<file path="config.mk">
export PLATFORM = sky130hd
export DESIGN_NAME = micro_sequencer
export DESIGN_NICKNAME = d
export VERILOG_FILES = /design/src/rtl/core_ctrl_pkg.sv /design/src/rtl/micro_sequencer.sv
export SDC_FILE = /design/constraint.sdc
export NUM_CORES = 1
export LEC_CHECK = 0
export BUFFER_PORTS_ARGS = -buffer_cell sky130_fd_sc_hd__buf_2
export CORE_ASPECT_RATIO = 1.2
export CORE_MARGIN = 2
export CORE_UTILIZATION = 39
export DETAILED_ROUTE_END_ITERATION = 8
export PLACE_DENSITY_LB_ADDON = 0.05
export SYNTH_ARGS = -nofsm -noshare
export SYNTH_HDL_FRONTEND = slang
export SYNTH_SLANG_ARGS = --single-unit
</file>
<file path="constraint.sdc">
create_clock -name clk -period 4.85 [get_ports clk]
set_clock_uncertainty 0.2 [all_clocks]
set_input_delay 0.7275 -clock clk [delete_from_list [all_inputs] [get_ports clk]]
set_output_delay 0.7275 -clock clk [all_outputs]
set_load 0.005 [all_outputs]
</file>
<file path="src/rtl/core_ctrl_pkg.sv">
// Shared control definitions for the multicycle core: micro-PC state encodings and opcodes.
// Pure declarations; no logic, no latency.
// Used by the sequencer, the control ROM and the bench.
package core_ctrl_pkg;

  // Micro-PC encodings; values 10..31 are never produced by the sequencer.
  typedef enum logic [4:0] {
    FETCH    = 5'd0,
    DECODE   = 5'd1,
    MEMADR   = 5'd2,
    MEMREAD  = 5'd3,
    MEMWB    = 5'd4,
    MEMWRITE = 5'd5,
    EXECR    = 5'd6,
    EXECI    = 5'd7,
    ALUWB    = 5'd8,
    BRANCH   = 5'd9
  } upc_t;

  // Supported major opcodes (instruction bits [6:0]).
  localparam logic [6:0] OP_LOAD   = 7'b0000011;
  localparam logic [6:0] OP_STORE  = 7'b0100011;
  localparam logic [6:0] OP_R      = 7'b0110011;
  localparam logic [6:0] OP_I      = 7'b0010011;
  localparam logic [6:0] OP_BRANCH = 7'b1100011;

endpackage

</file>
<file path="src/rtl/micro_sequencer.sv">
// Microprogram sequencer: registered micro-PC, opcode dispatch, retire counting, sticky error flags.
// upc advances one state per clock; retire is a registered pulse one cycle after completion.
// Memory states stall (hold=1) until mem_ready, or fall back to FETCH after TIMEOUT waiting cycles.
module micro_sequencer
  import core_ctrl_pkg::*;
#(
  parameter int CNT_W   = 32,
  parameter int TIMEOUT = 16
) (
  input  logic             clk,
  input  logic             reset_n,
  input  logic [6:0]       op,
  input  logic             zero,
  input  logic             mem_ready,
  input  logic             clr_flags,
  output logic [4:0]       upc,
  output logic             hold,
  output logic             branch_taken,
  output logic             retire,
  output logic [CNT_W-1:0] instr_cnt,
  output logic             illegal_flag,
  output logic             bus_err
);

  // Wait counter only ever needs to reach TIMEOUT-1.
  localparam int WAIT_W = (TIMEOUT > 1) ? $clog2(TIMEOUT) : 1;
  localparam logic [WAIT_W-1:0] WAIT_LAST = WAIT_W'((TIMEOUT > 0) ? TIMEOUT - 1 : 0);
  localparam logic TIMEOUT_EN = (TIMEOUT > 0);

  upc_t              upc_q, upc_d;
  logic              is_store_q, is_store_d;
  logic [WAIT_W-1:0] wait_q, wait_d;
  logic              retire_q, retire_d;
  logic [CNT_W-1:0]  instr_cnt_q, instr_cnt_d;
  logic              illegal_q, illegal_d;
  logic              bus_err_q, bus_err_d;
  logic              illegal_set;
  logic              timeout;

  // State and bookkeeping registers; reset acts immediately, even mid-instruction.
  always_ff @(posedge clk or negedge reset_n) begin
    if (!reset_n) begin
      upc_q       <= FETCH;
      is_store_q  <= 1'b0;
      wait_q      <= '0;
      retire_q    <= 1'b0;
      instr_cnt_q <= '0;
      illegal_q   <= 1'b0;
      bus_err_q   <= 1'b0;
    end else begin
      upc_q       <= upc_d;
      is_store_q  <= is_store_d;
      wait_q      <= wait_d;
      retire_q    <= retire_d;
      instr_cnt_q <= instr_cnt_d;
      illegal_q   <= illegal_d;
      bus_err_q   <= bus_err_d;
    end
  end

  // Next-state: timeout overrides the normal transition; mem_ready clears hold so it wins over timeout.
  always_comb begin
    upc_d       = upc_q;
    retire_d    = 1'b0;
    illegal_set = 1'b0;
    timeout     = TIMEOUT_EN && hold && (wait_q == WAIT_LAST);
    if (timeout) begin
      upc_d = FETCH;
    end else begin
      case (upc_q)
        FETCH:    if (mem_ready) upc_d = DECODE;
        DECODE: begin
          case (op)
            OP_LOAD, OP_STORE: upc_d = MEMADR;
            OP_R:              upc_d = EXECR;
            OP_I:              upc_d = EXECI;
            OP_BRANCH:         upc_d = BRANCH;
            default: begin
              upc_d       = FETCH;
              illegal_set = 1'b1;
              retire_d    = 1'b1;
            end
          endcase
        end
        MEMADR:   upc_d = is_store_q ? MEMWRITE : MEMREAD;
        MEMREAD:  if (mem_ready) upc_d = MEMWB;
        MEMWB: begin
          upc_d    = FETCH;
          retire_d = 1'b1;
        end
        MEMWRITE: begin
          if (mem_ready) begin
            upc_d    = FETCH;
            retire_d = 1'b1;
          end
        end
        EXECR, EXECI: upc_d = ALUWB;
        ALUWB, BRANCH: begin
          upc_d    = FETCH;
          retire_d = 1'b1;
        end
        default:  upc_d = FETCH;
      endcase
    end
  end

  // Outputs decoded from the current micro-PC.
  always_comb begin
    hold         = (upc_q == FETCH || upc_q == MEMREAD || upc_q == MEMWRITE) && !mem_ready;
    branch_taken = (upc_q == BRANCH) && zero;
  end

  // Side state: store latch, wait counter, retire count and sticky flags (set beats clear).
  always_comb begin
    is_store_d  = (upc_q == DECODE) ? (op == OP_STORE) : is_store_q;
    wait_d      = (hold && !timeout) ? wait_q + 1'b1 : '0;
    instr_cnt_d = instr_cnt_q + CNT_W'(retire_d);
    illegal_d   = illegal_set | (illegal_q & ~clr_flags);
    bus_err_d   = timeout | (bus_err_q & ~clr_flags);
  end

  assign upc          = upc_q;
  assign retire       = retire_q;
  assign instr_cnt    = instr_cnt_q;
  assign illegal_flag = illegal_q;
  assign bus_err      = bus_err_q;

endmodule

</file>
==> results by group <==
Setup path
  – Worst Setup End Kind: register
  – Max FO, Critical Path: 10
  – Critical path type: reg -> reg
  – WP data arrival: 3.00 ns
  – Crit start category: register
  – FF-to-FF path depth: 9
  – Worst EP required: 4.83 ns

Global route
  – GR Overflow Total: 0
  – Wire length of the first global-routing pass: 7670 um
  – Routing usage on met3: 4.11%
  – Vias in the first global route: 1587
  – Met2 global-route usage: 25.3%
  – Initial antenna violation count: 0
  – GR Util met1: 20.4%
  – Grt peak-use layer: met2
  – Largest net degree at the start of global routing: 45
  – GRT Overall Usage: 15.7%

Logic synthesis
  – Yosys cell types: 45
  – Sequential-to-total area share from yosys stat: 50.5%
  – Flops & latches, synth: 44
  – Multiplexer share of the synthesized area: 0%
  – Post-Synthesis Cells: 198
  – Mapped Nets: 213
  – Mapped Area: 0.00218 mm^2
  – Synth warn: 0
  – Most numerous cell in the Yosys netlist: dfrtp_1
  – Ys flop type: dfrtp_1
  – Compound-Gate Fraction of Synth Area: 5.62%
  – Post-synth top cells: dfrtp_1, xor2_1, nand3_1, xnor2_1, nand2_1
  – Synth top area cells: dfrtp_1, xor2_1, xnor2_1
  – Yosys top cell by area: dfrtp_1
  – Xor/xnor share of the synthesized area: 13.2%
  – Async SR Flop Fraction: 100%
  – Syn_area_per_cell: 11.0 um^2
  – Simple-gate share of the synthesized area: 25.5%
  – Area share of fa/ha/maj cells after synthesis: 1.72%
  – Largest family of logic cells by synthesized area: simple AND/OR/NAND/NOR gates
  – Number of flops mapped to enable cells by yosys: 0
  – Synth top area share: 50.5%

Min path
  – Worst hold path type: reg -> reg
  – Hold Path Cell Cnt: 1

CTS
  – Clock slew at reported path FFs: 0.09 ns
  – CTS Buf Count: 5
  – Cts repair resizes: 0
  – Post-CTS Setup Bufs: 0
  – Later-pin clock latency in the skew report: 0.29 ns
  – Root Driver: clkbuf_8
  – CTS tree: yes
  – Clock Tree Buf Depth: 2
  – Clock sinks: 44
  – CTS Hold Buffers Added: 0
  – H-tree lvl count: 2

Placement
  – # port buffers: 52
  – Worst slack at placement: 1.48 ns
  – Placer Congestion: 0.766
  – DP Cell Count: 306
  – Cell Area, Placed: 0.00248 mm^2
  – Post-DP HPWL: 3240 um

Drt
  – DRT Wirelength: 4520 um
  – DRC: 0
  – Via-to-Cell Ratio: 5.08
  – Routed vias: 1595
  – Remaining antenna violation count: 0
  – DR WL/cell: 14.4 um
  – TritonRoute pass-1 iters: 4
  – Iteration-0 DRC Markers: 93

Die
  – Ports: 54
  – Core Footprint: 0.00533 mm^2
  – Die span in y: 85.9 um
  – Die Wd: 72.3 um
  – Num rows: 29
  – Die Area: 0.00621 mm^2
  – Initial core utilization: 40.9%

STA
  – Worst rel slew slack: 35.0%
  – Final worst slack: 1.83 ns
  – Final Hold Vio Count: 0
  – Highest clock rate: 0.331 GHz
  – Setup_tns: 0 ns
  – Unrepaired setup endpoints after global routing: false
  – Tcrit/Tclk final: 62.4%
  – Max-slew violation count: 0
  – Worst slew pin tran: 0.975 ns
  – Min cycle time layout: 3.02 ns
  – Final Setup Violations: 0

Run
  – Max-cap violations: 0

Pwr
  – Power density over cell area: 358 mW/mm^2
  – Pleak: 1.36 nW
  – Total Power: 0.000933 W
  – Max VDD drop: 0.205 mV

Finish
  – Ant. Diodes: 0
  – Area grow syn2layout: 19.3%
  – Layout cells sized above 1: 29.0%
  – Final cell count without fillers: 314
  – Nets@finish: 266
  – Design area: 0.00260 mm^2

Outcome
  – Status: finished clean
## power by group
part	switching (W)	internal (W)	total (W)	leakage [nW]
logic	0.0000898	0.0000855	0.000175	0.714
registers	0.0000530	0.000412	0.000465	0.586
clock network	0.000124	0.000168	0.000293	0.0614
total	0.000267	0.000666	0.000933	1.36
## cells in the final DEF (no fill, tap or decap), drive strengths merged, types with 3 or more instances in the layout
cell	count
nor4	6
a21oi	3
o21ai	6
nor2b	5
buf	52
inv	9
dfrtp	44
clkbuf	6
and2	4
and3	5
nand2	11
nand3	16
xor2	18
nor2	8
nor3	9
ha	3
xnor2	15
nand4	6
## final timing paths
check	startpoint	endpoint	slack, ns
setup reg to reg	upc[0]$_DFFE_PN0P_	instr_cnt[22]$_DFF_PN0_	1.83
hold / removal	instr_cnt[31]$_DFF_PN0_	instr_cnt[31]$_DFF_PN0_	0.28
hold reg to reg	instr_cnt[31]$_DFF_PN0_	instr_cnt[31]$_DFF_PN0_	0.28
setup / recovery	upc[0]$_DFFE_PN0P_	instr_cnt[22]$_DFF_PN0_	1.83
max in group asynchronous	reset_n	wait_q[1]$_DFF_PN0_	3.46
min in group asynchronous	reset_n	instr_cnt[7]$_DFF_PN0_	0.39
## per-stage QoR
stage	hold slack, ns	utilization, %
after floorplan	0.232	-
after global placement	0.265	46.5
after detailed placement	0.273	46.5
after CTS	0.289	48.8
after global routing	0.294	48.8
final	0.278	48.8
## state kept, by name (all words and copies together) (netlist names)
register,cells
upc,4
wait_q,4
retire,1
illegal_flag,1
bus_err,1
is_store_q,1
instr_cnt,32
## cells by family (layout without fill, tap and decap cells)
logic type               after synthesis  after routing
other                                  1              1
flip-flops                            44             44
AO/OA/AOI/OAI                         18             18
AND/OR/NAND/NOR                       84             84
buffers and inverters                 15             69
XOR/XNOR                              33             33
adder cells (fa/ha/maj)                3              3
## area by class of cell
class / instances / area, um^2
timing repair buffer: 52 / 260
sequential: 44 / 1100
fill: 506 / 2730
inverter: 9 / 33.8
multi-input combinational: 139 / 1010
tap: 62 / 77.6
clock buffer: 6 / 82.6
clock inverter: 2 / 38.8
## per-layer routing
metal	routed length [um]	part of all wire, %
met1	2030	45
met5	0	0
met2	2200	49
met4	30	0.66
met3	254	5.6
## worst max-delay path, cell delays in order, from the launching register on
cell and delay (ns):
dfrtp_1 0.52, nor2b_1 0.29, nand3_1 0.15, o21ai_0 0.14, ha_1 0.26, ha_1 0.22
nand4_1 0.19, nor3_2 0.55, nand4_1 0.21, xnor2_1 0.18
(Power assumes the default switching activity.)
